### src/rtl/exec_pkg.sv
`default_nettype none
// ============================================================================
// Module      : exec_pkg
// Description : Shared types and constants for the 24-bit execute stage.
// Revision    : 1.0 - initial release
// ============================================================================
package exec_pkg;

    localparam int DW = 24;
    localparam int RW = 4;

    typedef enum logic [1:0] {
        ALU_ADD = 2'b00,
        ALU_SUB = 2'b01,
        ALU_AND = 2'b10,
        ALU_OR  = 2'b11
    } alu_op_t;

    // NZCV packing: N is the MSB
    localparam int FLAG_N = 3;
    localparam int FLAG_Z = 2;
    localparam int FLAG_C = 1;
    localparam int FLAG_V = 0;

    typedef enum logic [1:0] {
        FWD_NONE = 2'b00,
        FWD_MEM  = 2'b01,
        FWD_WB   = 2'b10
    } fwd_sel_t;

    // The younger (MEM) producer shadows the older (WB) one.
    function automatic fwd_sel_t fwd_pick(input logic mem_hit, input logic wb_hit);
        if (mem_hit)     return FWD_MEM;
        else if (wb_hit) return FWD_WB;
        else             return FWD_NONE;
    endfunction

endpackage
`default_nettype wire

### src/rtl/execute_stage_if.sv
`default_nettype none
// ============================================================================
// Module      : exec_if
// Description : ID/EX inputs, writeback bus and EX/MEM outputs of execute_stage.
// Revision    : 1.0 - initial release
// ============================================================================
interface exec_if #(
    parameter int DW = exec_pkg::DW,
    parameter int RW = exec_pkg::RW
);
    logic [DW-1:0] SrcA;
    logic [DW-1:0] SrcB;
    logic [DW-1:0] ExtImm;
    logic [RW-1:0] WA3E;
    logic          regWriteE;
    logic          aluSrcE;
    logic          PCSrcE;
    logic          memToRegE;
    logic          memWriteE;
    logic [1:0]    aluControlE;
    logic          validE;
    logic          stallM;
    logic          flushM;
    logic [RW-1:0] RA1E;
    logic [RW-1:0] RA2E;
    logic [DW-1:0] ResultW;
    logic [RW-1:0] WA3W;
    logic          regWriteW;

    logic [DW-1:0] ALUResultM;
    logic [DW-1:0] WriteDataM;
    logic [RW-1:0] WA3M;
    logic          regWriteM;
    logic          PCSrcM;
    logic          memToRegM;
    logic          memWriteM;
    logic          validM;
    logic [3:0]    FlagsM;

    modport master (
        output SrcA, SrcB, ExtImm, WA3E, regWriteE, aluSrcE, PCSrcE, memToRegE,
               memWriteE, aluControlE, validE, stallM, flushM, RA1E, RA2E,
               ResultW, WA3W, regWriteW,
        input  ALUResultM, WriteDataM, WA3M, regWriteM, PCSrcM, memToRegM,
               memWriteM, validM, FlagsM
    );

    modport slave (
        input  SrcA, SrcB, ExtImm, WA3E, regWriteE, aluSrcE, PCSrcE, memToRegE,
               memWriteE, aluControlE, validE, stallM, flushM, RA1E, RA2E,
               ResultW, WA3W, regWriteW,
        output ALUResultM, WriteDataM, WA3M, regWriteM, PCSrcM, memToRegM,
               memWriteM, validM, FlagsM
    );
endinterface
`default_nettype wire

### src/rtl/execute_stage_alu24.sv
`default_nettype none
// ============================================================================
// Module      : alu24
// Description : Combinational ADD/SUB/AND/OR unit with NZCV flag generation.
// Revision    : 1.0 - initial release
// ============================================================================
module alu24 #(
    parameter int DW = exec_pkg::DW
) (
    input  wire logic [DW-1:0]     a,
    input  wire logic [DW-1:0]     b,
    input  exec_pkg::alu_op_t      op,
    output logic      [DW-1:0]     y,
    output logic      [3:0]        nzcv
);
    import exec_pkg::*;

    logic [DW:0] w_sum;
    logic [DW:0] w_diff;
    logic        w_c;
    logic        w_v;

    assign w_sum  = {1'b0, a} + {1'b0, b};
    assign w_diff = {1'b0, a} - {1'b0, b};

    always_comb begin
        y   = '0;
        w_c = 1'b0;
        w_v = 1'b0;
        case (op)
            ALU_ADD: begin
                y   = w_sum[DW-1:0];
                w_c = w_sum[DW];
                w_v = (a[DW-1] == b[DW-1]) && (w_sum[DW-1] != a[DW-1]);
            end
            ALU_SUB: begin
                y   = w_diff[DW-1:0];
                // Borrow out of the extended subtract is the inverse of carry
                w_c = ~w_diff[DW];
                w_v = (a[DW-1] != b[DW-1]) && (w_diff[DW-1] != a[DW-1]);
            end
            ALU_AND: y = a & b;
            ALU_OR:  y = a | b;
            default: y = '0;
        endcase
    end

    always_comb begin
        nzcv         = 4'b0000;
        nzcv[FLAG_N] = y[DW-1];
        nzcv[FLAG_Z] = (y == '0);
        nzcv[FLAG_C] = w_c;
        nzcv[FLAG_V] = w_v;
    end

endmodule
`default_nettype wire

### src/rtl/execute_stage.sv
`default_nettype none
// ============================================================================
// Module      : execute_stage
// Description : ALU execute plus EX/MEM register with stall/flush/valid gating.
//               Optional MEM/WB operand forwarding when EXEC_FWD_EN is defined.
// Revision    : 1.0 - initial release
// ============================================================================
module execute_stage #(
    parameter int DW = exec_pkg::DW,
    parameter int RW = exec_pkg::RW
) (
    input  wire logic clk,
    input  wire logic reset,
    exec_if.slave     bus
);
    import exec_pkg::*;

    localparam logic [RW-1:0] C_NO_FWD_REG = {RW{1'b1}};

    logic [DW-1:0] w_op_a;
    logic [DW-1:0] w_src_b;
    logic [DW-1:0] w_op_b;
    logic [DW-1:0] w_alu_y;
    logic [3:0]    w_alu_nzcv;

    logic [DW-1:0] r_alu_result_q;
    logic [DW-1:0] r_write_data_q;
    logic [RW-1:0] r_wa3_q;
    logic          r_reg_write_q;
    logic          r_pc_src_q;
    logic          r_mem_to_reg_q;
    logic          r_mem_write_q;
    logic          r_valid_q;
    logic [3:0]    r_flags_q;

`ifdef EXEC_FWD_EN
    fwd_sel_t w_sel_a;
    fwd_sel_t w_sel_b;

    always_comb begin
        w_sel_a = fwd_pick(
            r_valid_q && r_reg_write_q && (r_wa3_q == bus.RA1E) && (bus.RA1E != C_NO_FWD_REG),
            bus.regWriteW && (bus.WA3W == bus.RA1E) && (bus.RA1E != C_NO_FWD_REG));
        w_sel_b = fwd_pick(
            r_valid_q && r_reg_write_q && (r_wa3_q == bus.RA2E) && (bus.RA2E != C_NO_FWD_REG),
            bus.regWriteW && (bus.WA3W == bus.RA2E) && (bus.RA2E != C_NO_FWD_REG));

        case (w_sel_a)
            FWD_MEM: w_op_a = r_alu_result_q;
            FWD_WB:  w_op_a = bus.ResultW;
            default: w_op_a = bus.SrcA;
        endcase
        case (w_sel_b)
            FWD_MEM: w_src_b = r_alu_result_q;
            FWD_WB:  w_src_b = bus.ResultW;
            default: w_src_b = bus.SrcB;
        endcase
    end
`else
    logic w_unused_fwd;

    assign w_op_a       = bus.SrcA;
    assign w_src_b      = bus.SrcB;
    assign w_unused_fwd = ^{bus.RA1E, bus.RA2E, bus.ResultW, bus.WA3W,
                            bus.regWriteW, C_NO_FWD_REG};
`endif

    // Store data always comes from the register path, never the immediate
    assign w_op_b = bus.aluSrcE ? bus.ExtImm : w_src_b;

    alu24 #(.DW(DW)) u_alu (
        .a    (w_op_a),
        .b    (w_op_b),
        .op   (alu_op_t'(bus.aluControlE)),
        .y    (w_alu_y),
        .nzcv (w_alu_nzcv)
    );

    always_ff @(posedge clk) begin
        if (reset || bus.flushM) begin
            r_alu_result_q <= '0;
            r_write_data_q <= '0;
            r_wa3_q        <= '0;
            r_reg_write_q  <= 1'b0;
            r_pc_src_q     <= 1'b0;
            r_mem_to_reg_q <= 1'b0;
            r_mem_write_q  <= 1'b0;
            r_valid_q      <= 1'b0;
            r_flags_q      <= 4'b0000;
        end else if (!bus.stallM) begin
            r_alu_result_q <= w_alu_y;
            r_write_data_q <= w_src_b;
            r_wa3_q        <= bus.WA3E;
            // Bubbles may carry data but must never have architectural side effects
            r_reg_write_q  <= bus.regWriteE & bus.validE;
            r_pc_src_q     <= bus.PCSrcE    & bus.validE;
            r_mem_write_q  <= bus.memWriteE & bus.validE;
            r_mem_to_reg_q <= bus.memToRegE;
            r_valid_q      <= bus.validE;
            r_flags_q      <= w_alu_nzcv;
        end
    end

    assign bus.ALUResultM = r_alu_result_q;
    assign bus.WriteDataM = r_write_data_q;
    assign bus.WA3M       = r_wa3_q;
    assign bus.regWriteM  = r_reg_write_q;
    assign bus.PCSrcM     = r_pc_src_q;
    assign bus.memToRegM  = r_mem_to_reg_q;
    assign bus.memWriteM  = r_mem_write_q;
    assign bus.validM     = r_valid_q;
    assign bus.FlagsM     = r_flags_q;

endmodule
`default_nettype wire

### src/flat_wrapper.sv
// flat-port wrapper written by rule: the top's interface ports become plain ports
module execute_stage_flat import exec_pkg::*;
#(
    parameter int DW = exec_pkg::DW,
    parameter int RW = exec_pkg::RW
)
  (clk, reset, bus_SrcA, bus_SrcB, bus_ExtImm, bus_WA3E, bus_regWriteE, bus_aluSrcE, bus_PCSrcE, bus_memToRegE, bus_memWriteE, bus_aluControlE, bus_validE, bus_stallM, bus_flushM, bus_RA1E, bus_RA2E, bus_ResultW, bus_WA3W, bus_regWriteW, bus_ALUResultM, bus_WriteDataM, bus_WA3M, bus_regWriteM, bus_PCSrcM, bus_memToRegM, bus_memWriteM, bus_validM, bus_FlagsM);
  exec_if #(.DW(DW), .RW(RW)) bus_i ();
  input  wire logic clk;
  input  wire logic reset;
  input wire logic [$bits(bus_i.SrcA)-1:0] bus_SrcA;
  input wire logic [$bits(bus_i.SrcB)-1:0] bus_SrcB;
  input wire logic [$bits(bus_i.ExtImm)-1:0] bus_ExtImm;
  input wire logic [$bits(bus_i.WA3E)-1:0] bus_WA3E;
  input wire logic [$bits(bus_i.regWriteE)-1:0] bus_regWriteE;
  input wire logic [$bits(bus_i.aluSrcE)-1:0] bus_aluSrcE;
  input wire logic [$bits(bus_i.PCSrcE)-1:0] bus_PCSrcE;
  input wire logic [$bits(bus_i.memToRegE)-1:0] bus_memToRegE;
  input wire logic [$bits(bus_i.memWriteE)-1:0] bus_memWriteE;
  input wire logic [$bits(bus_i.aluControlE)-1:0] bus_aluControlE;
  input wire logic [$bits(bus_i.validE)-1:0] bus_validE;
  input wire logic [$bits(bus_i.stallM)-1:0] bus_stallM;
  input wire logic [$bits(bus_i.flushM)-1:0] bus_flushM;
  input wire logic [$bits(bus_i.RA1E)-1:0] bus_RA1E;
  input wire logic [$bits(bus_i.RA2E)-1:0] bus_RA2E;
  input wire logic [$bits(bus_i.ResultW)-1:0] bus_ResultW;
  input wire logic [$bits(bus_i.WA3W)-1:0] bus_WA3W;
  input wire logic [$bits(bus_i.regWriteW)-1:0] bus_regWriteW;
  output wire logic [$bits(bus_i.ALUResultM)-1:0] bus_ALUResultM;
  output wire logic [$bits(bus_i.WriteDataM)-1:0] bus_WriteDataM;
  output wire logic [$bits(bus_i.WA3M)-1:0] bus_WA3M;
  output wire logic [$bits(bus_i.regWriteM)-1:0] bus_regWriteM;
  output wire logic [$bits(bus_i.PCSrcM)-1:0] bus_PCSrcM;
  output wire logic [$bits(bus_i.memToRegM)-1:0] bus_memToRegM;
  output wire logic [$bits(bus_i.memWriteM)-1:0] bus_memWriteM;
  output wire logic [$bits(bus_i.validM)-1:0] bus_validM;
  output wire logic [$bits(bus_i.FlagsM)-1:0] bus_FlagsM;
  assign bus_i.SrcA = bus_SrcA;
  assign bus_i.SrcB = bus_SrcB;
  assign bus_i.ExtImm = bus_ExtImm;
  assign bus_i.WA3E = bus_WA3E;
  assign bus_i.regWriteE = bus_regWriteE;
  assign bus_i.aluSrcE = bus_aluSrcE;
  assign bus_i.PCSrcE = bus_PCSrcE;
  assign bus_i.memToRegE = bus_memToRegE;
  assign bus_i.memWriteE = bus_memWriteE;
  assign bus_i.aluControlE = bus_aluControlE;
  assign bus_i.validE = bus_validE;
  assign bus_i.stallM = bus_stallM;
  assign bus_i.flushM = bus_flushM;
  assign bus_i.RA1E = bus_RA1E;
  assign bus_i.RA2E = bus_RA2E;
  assign bus_i.ResultW = bus_ResultW;
  assign bus_i.WA3W = bus_WA3W;
  assign bus_i.regWriteW = bus_regWriteW;
  assign bus_ALUResultM = bus_i.ALUResultM;
  assign bus_WriteDataM = bus_i.WriteDataM;
  assign bus_WA3M = bus_i.WA3M;
  assign bus_regWriteM = bus_i.regWriteM;
  assign bus_PCSrcM = bus_i.PCSrcM;
  assign bus_memToRegM = bus_i.memToRegM;
  assign bus_memWriteM = bus_i.memWriteM;
  assign bus_validM = bus_i.validM;
  assign bus_FlagsM = bus_i.FlagsM;
  execute_stage #(.DW(DW), .RW(RW)) u_core (.clk(clk), .reset(reset), .bus(bus_i));
endmodule
### config.mk
export PLATFORM = sky130hd
export DESIGN_NAME = execute_stage_flat
export DESIGN_NICKNAME = d
export VERILOG_FILES = /design/src/rtl/exec_pkg.sv /design/src/rtl/execute_stage_if.sv /design/src/rtl/execute_stage_alu24.sv /design/src/rtl/execute_stage.sv /design/src/flat_wrapper.sv
export SDC_FILE = /design/constraint.sdc
export NUM_CORES = 1
export LEC_CHECK = 0
export BUFFER_PORTS_ARGS = -buffer_cell sky130_fd_sc_hd__buf_2
export CAP_MARGIN = 0
export CORE_MARGIN = 3
export CORE_UTILIZATION = 49
export CTS_CLUSTER_DIAMETER = 200
export DETAILED_ROUTE_END_ITERATION = 7
export PLACE_DENSITY = 0.79
export SYNTH_ARGS = -nofsm -noshare
export SYNTH_HDL_FRONTEND = slang
export SYNTH_HIERARCHICAL = 1
export SYNTH_SLANG_ARGS = --single-unit
### constraint.sdc
create_clock -name clk -period 4.7 [get_ports clk]
set_clock_uncertainty 0.05 [all_clocks]
set_input_delay 0.235 -clock clk [delete_from_list [all_inputs] [get_ports clk]]
set_output_delay 0.235 -clock clk [all_outputs]
set_load 0.01 [all_outputs]
==> out/results.ini <==
[status]
status=finished clean

[cts]
clock_latency_ps=340
root_buffer=clkbuf_16
clockBufferDepth=2
htreeDepth=3
tritoncts=done
clock-sinks=61
path_clk_slew_ps=60
cts_inserted_buffers=9

[route]
vias=6669
viasPerCell=5.61
drt_wl_total_mm=19.8
wire_per_inst_um=16.7
drtAntennaViolNets=0
first_iter_violations=615
firstDrtPassIters=6
drc=0

[yosys]
synth_nets=1003
synth.area.top_cells=dfxtp_1 19%, ha_1 14%, mux2i_1 10%
synth_edf_count=0
synth-warning-count=6
yosys_register_bits=61
synth_ff_type=dfxtp_1
synth_area_per_cell_um2=7.99
async_reset_ff_frac=0
synthCells=804
synth_top_area_frac=0.190
yosysSeqAreaShare=0.190
synthesis.area_um2=6420
synth_cell_type_count=77
synth.largest_area_cell=dfxtp_1

[finish]
final_cell_mix=147 x buf_2, 107 x nor2_1, 97 x buf_4
area_growth_pct=26.6
fin_area_um2=8130
layout.nets=1210
layout-drive-gt1-share=0.312
antennaDiodeCount=0
final_common_cell=buf_2
n_fill_cell=1124
final_util=0.639

[timing]
period_share=0.967
fin_ws_ps=155
setup_violations=0
final_hold_viol_count=0
relSlewSlack=0.232
max_freq_ghz=0.220
min_period_ps=4550
tightest_slew_ps=1120
slew_viol_final=0

[floorplan]
die_area_um2=14500
core_area_um2=12700
io_pins=186
start_util=0.505
die_w_um=120
die_height_um=120
rows=41

[power_and_ir_drop]
seqPwrFrac=0.257
power.clock.fraction=0.322
switching_power_mw=0.776
power_density_nw_per_um2=262
p_int_mw=1.36
power_frac_comb=0.422
power.leakage_nw=4.10
swShare=0.364
peakVddDrop_mv=0.132

[worst_setup_path]
cp.arrival_ps=4770
crit_type=in2reg
cp.required_ps=4920
startpoint_type=input pin
crit_fanout=5
crit_path_end_kind=register

[global_routing]
grt_pass1_wl_mm=31.7
antenna_found_initial=0
track_usage=0.270
grt_max_degree=65
grt_pass1_vias=6561
grt-ovfl-total=0

[run]
cap_viol_max_count=0

[placed_design]
hpwl_mm=15.1
globalplace.congestion=1.02
place_ws_ps=-397
io_buffers=148
placed_area_um2=7770

[worst_hold_path]
min_path_type=in2reg

==> synthesized netlist by cell type (all sizes together), types with 4 or more instances <==
library cell / count
clkbuf: 21
or2: 4
buf: 31
nand3b: 4
nor2b: 12
nor2: 107
ha: 72
or3: 6
xor2: 5
nand3: 12
a2111oi: 10
a211o: 7
a221oi: 4
xnor2: 17
inv: 67
nand2: 45
nand2b: 4
mux2: 26
mux2i: 66
a21o: 11
o21ai: 48
a211oi: 7
dfxtp: 61
a21oi: 44
o21bai: 9
nor4: 7
and2: 4
or4: 6
o21a: 10
nor3: 10
a31oi: 5
o211ai: 11
==> logic make-up after synthesis <==
kind of cell,after synthesis,synth area share
AND/OR/NAND/NOR,236,0.176
AO/OA/AOI/OAI,199,0.213
buffers and inverters,120,0.0952
multiplexers,92,0.148
adder cells (fa/ha/maj),74,0.146
flip-flops,61,0.190
XOR/XNOR,22,0.0300
==> per-layer routing <==
layer,part of all wire,track usage
met5,0,0
met4,0.034,0.111
met3,0.081,0.0585
met2,0.46,0.452
met1,0.42,0.335
==> power by group through the flow <==
| stage | Combinational (mW) | Clock (mW) | Sequential [mW] |
|---|---|---|---|
| 4_1_cts | 0.872 | 0.701 | 0.548 |
| 5_1_grt | 0.979 | 0.720 | 0.550 |
| 3_5_place_dp | 0.863 | 0 | 0.559 |
| 6_report | 0.900 | 0.687 | 0.548 |
| 3_3_place_gp | 0.852 | 0 | 0.558 |
| 2_1_floorplan | 0.547 | 0 | 0.569 |
==> path summary, 6_finish.rpt <==
| check | from | endpoint | slack [ps] | cells past startpoint |
|---|---|---|---|---|
| worst max-delay path | bus_aluSrcE | u_core/bus.FlagsM[2] | 150 | 18 |
| worst min-delay path | bus_WA3E[3] | u_core/bus.WA3M[3] | 80 | 3 |
| worst max register to register | u_core/bus.FlagsM[3] | u_core/bus.FlagsM[3] | 3910 | 2 |
| worst min register to register | u_core/bus.memWriteM | u_core/bus.memWriteM | 430 | 2 |
==> cell type report <==
class	instances	area [um2]	share of cell area
multi-input cells	623	4630	0.569
repair buffers	248	1520	0.187
flip-flops and latches	61	1220	0.150
inverters	68	255	0.0314
clock buffers	9	225	0.0277
well taps	172	215	0.0265
clock inverters	7	73.8	0.00908
==> sequential cells by signal, indices dropped and copies added (netlist names) <==
name / count
u_core/bus.PCSrcM: 1
u_core/bus.regWriteM: 1
u_core/bus.WA3M: 4
u_core/bus.FlagsM: 4
u_core/bus.WriteDataM: 24
u_core/bus.validM: 1
u_core/bus.memWriteM: 1
u_core/bus.ALUResultM: 24
u_core/bus.memToRegM: 1
==> timing repair <==
item / CTS / global route
gates resized for setup: 1 / 12
hold buffers: 0 / 0
setup endpoints to repair: 1 / 1
setup buffers: 0 / 2
pin swaps: 0 / 6
==> worst max-delay path, stage by stage <==
cell	delay (ps)
buf_2	150
buf_6	150
mux2_2	350
inv_1	80
ha_1	160
nor2_1	80
a2111oi_2	420
buf_4	180
nor3_1	50
o221a_2	310
mux2i_1	120
or4_4	550
or4_1	540
or4_1	420
or4b_4	510
a2111oi_4	200
mux2i_1	120
nor2_1	130
==> metrics by stage <==
stage | hold WS (ps) | cells | TNS [ps] | power (mW)
after floorplan | 329 | 804 | 0 | 1.12
after global placement | 398 | 1170 | -244 | 1.41
after detailed placement | 412 | 1170 | -397 | 1.42
after CTS | 74.6 | 1186 | 0 | 2.12
after global routing | 90.0 | 1188 | -20.3 | 2.25
final | 76.8 | 1188 | 0 | 2.13
(Power assumes the default switching activity.)
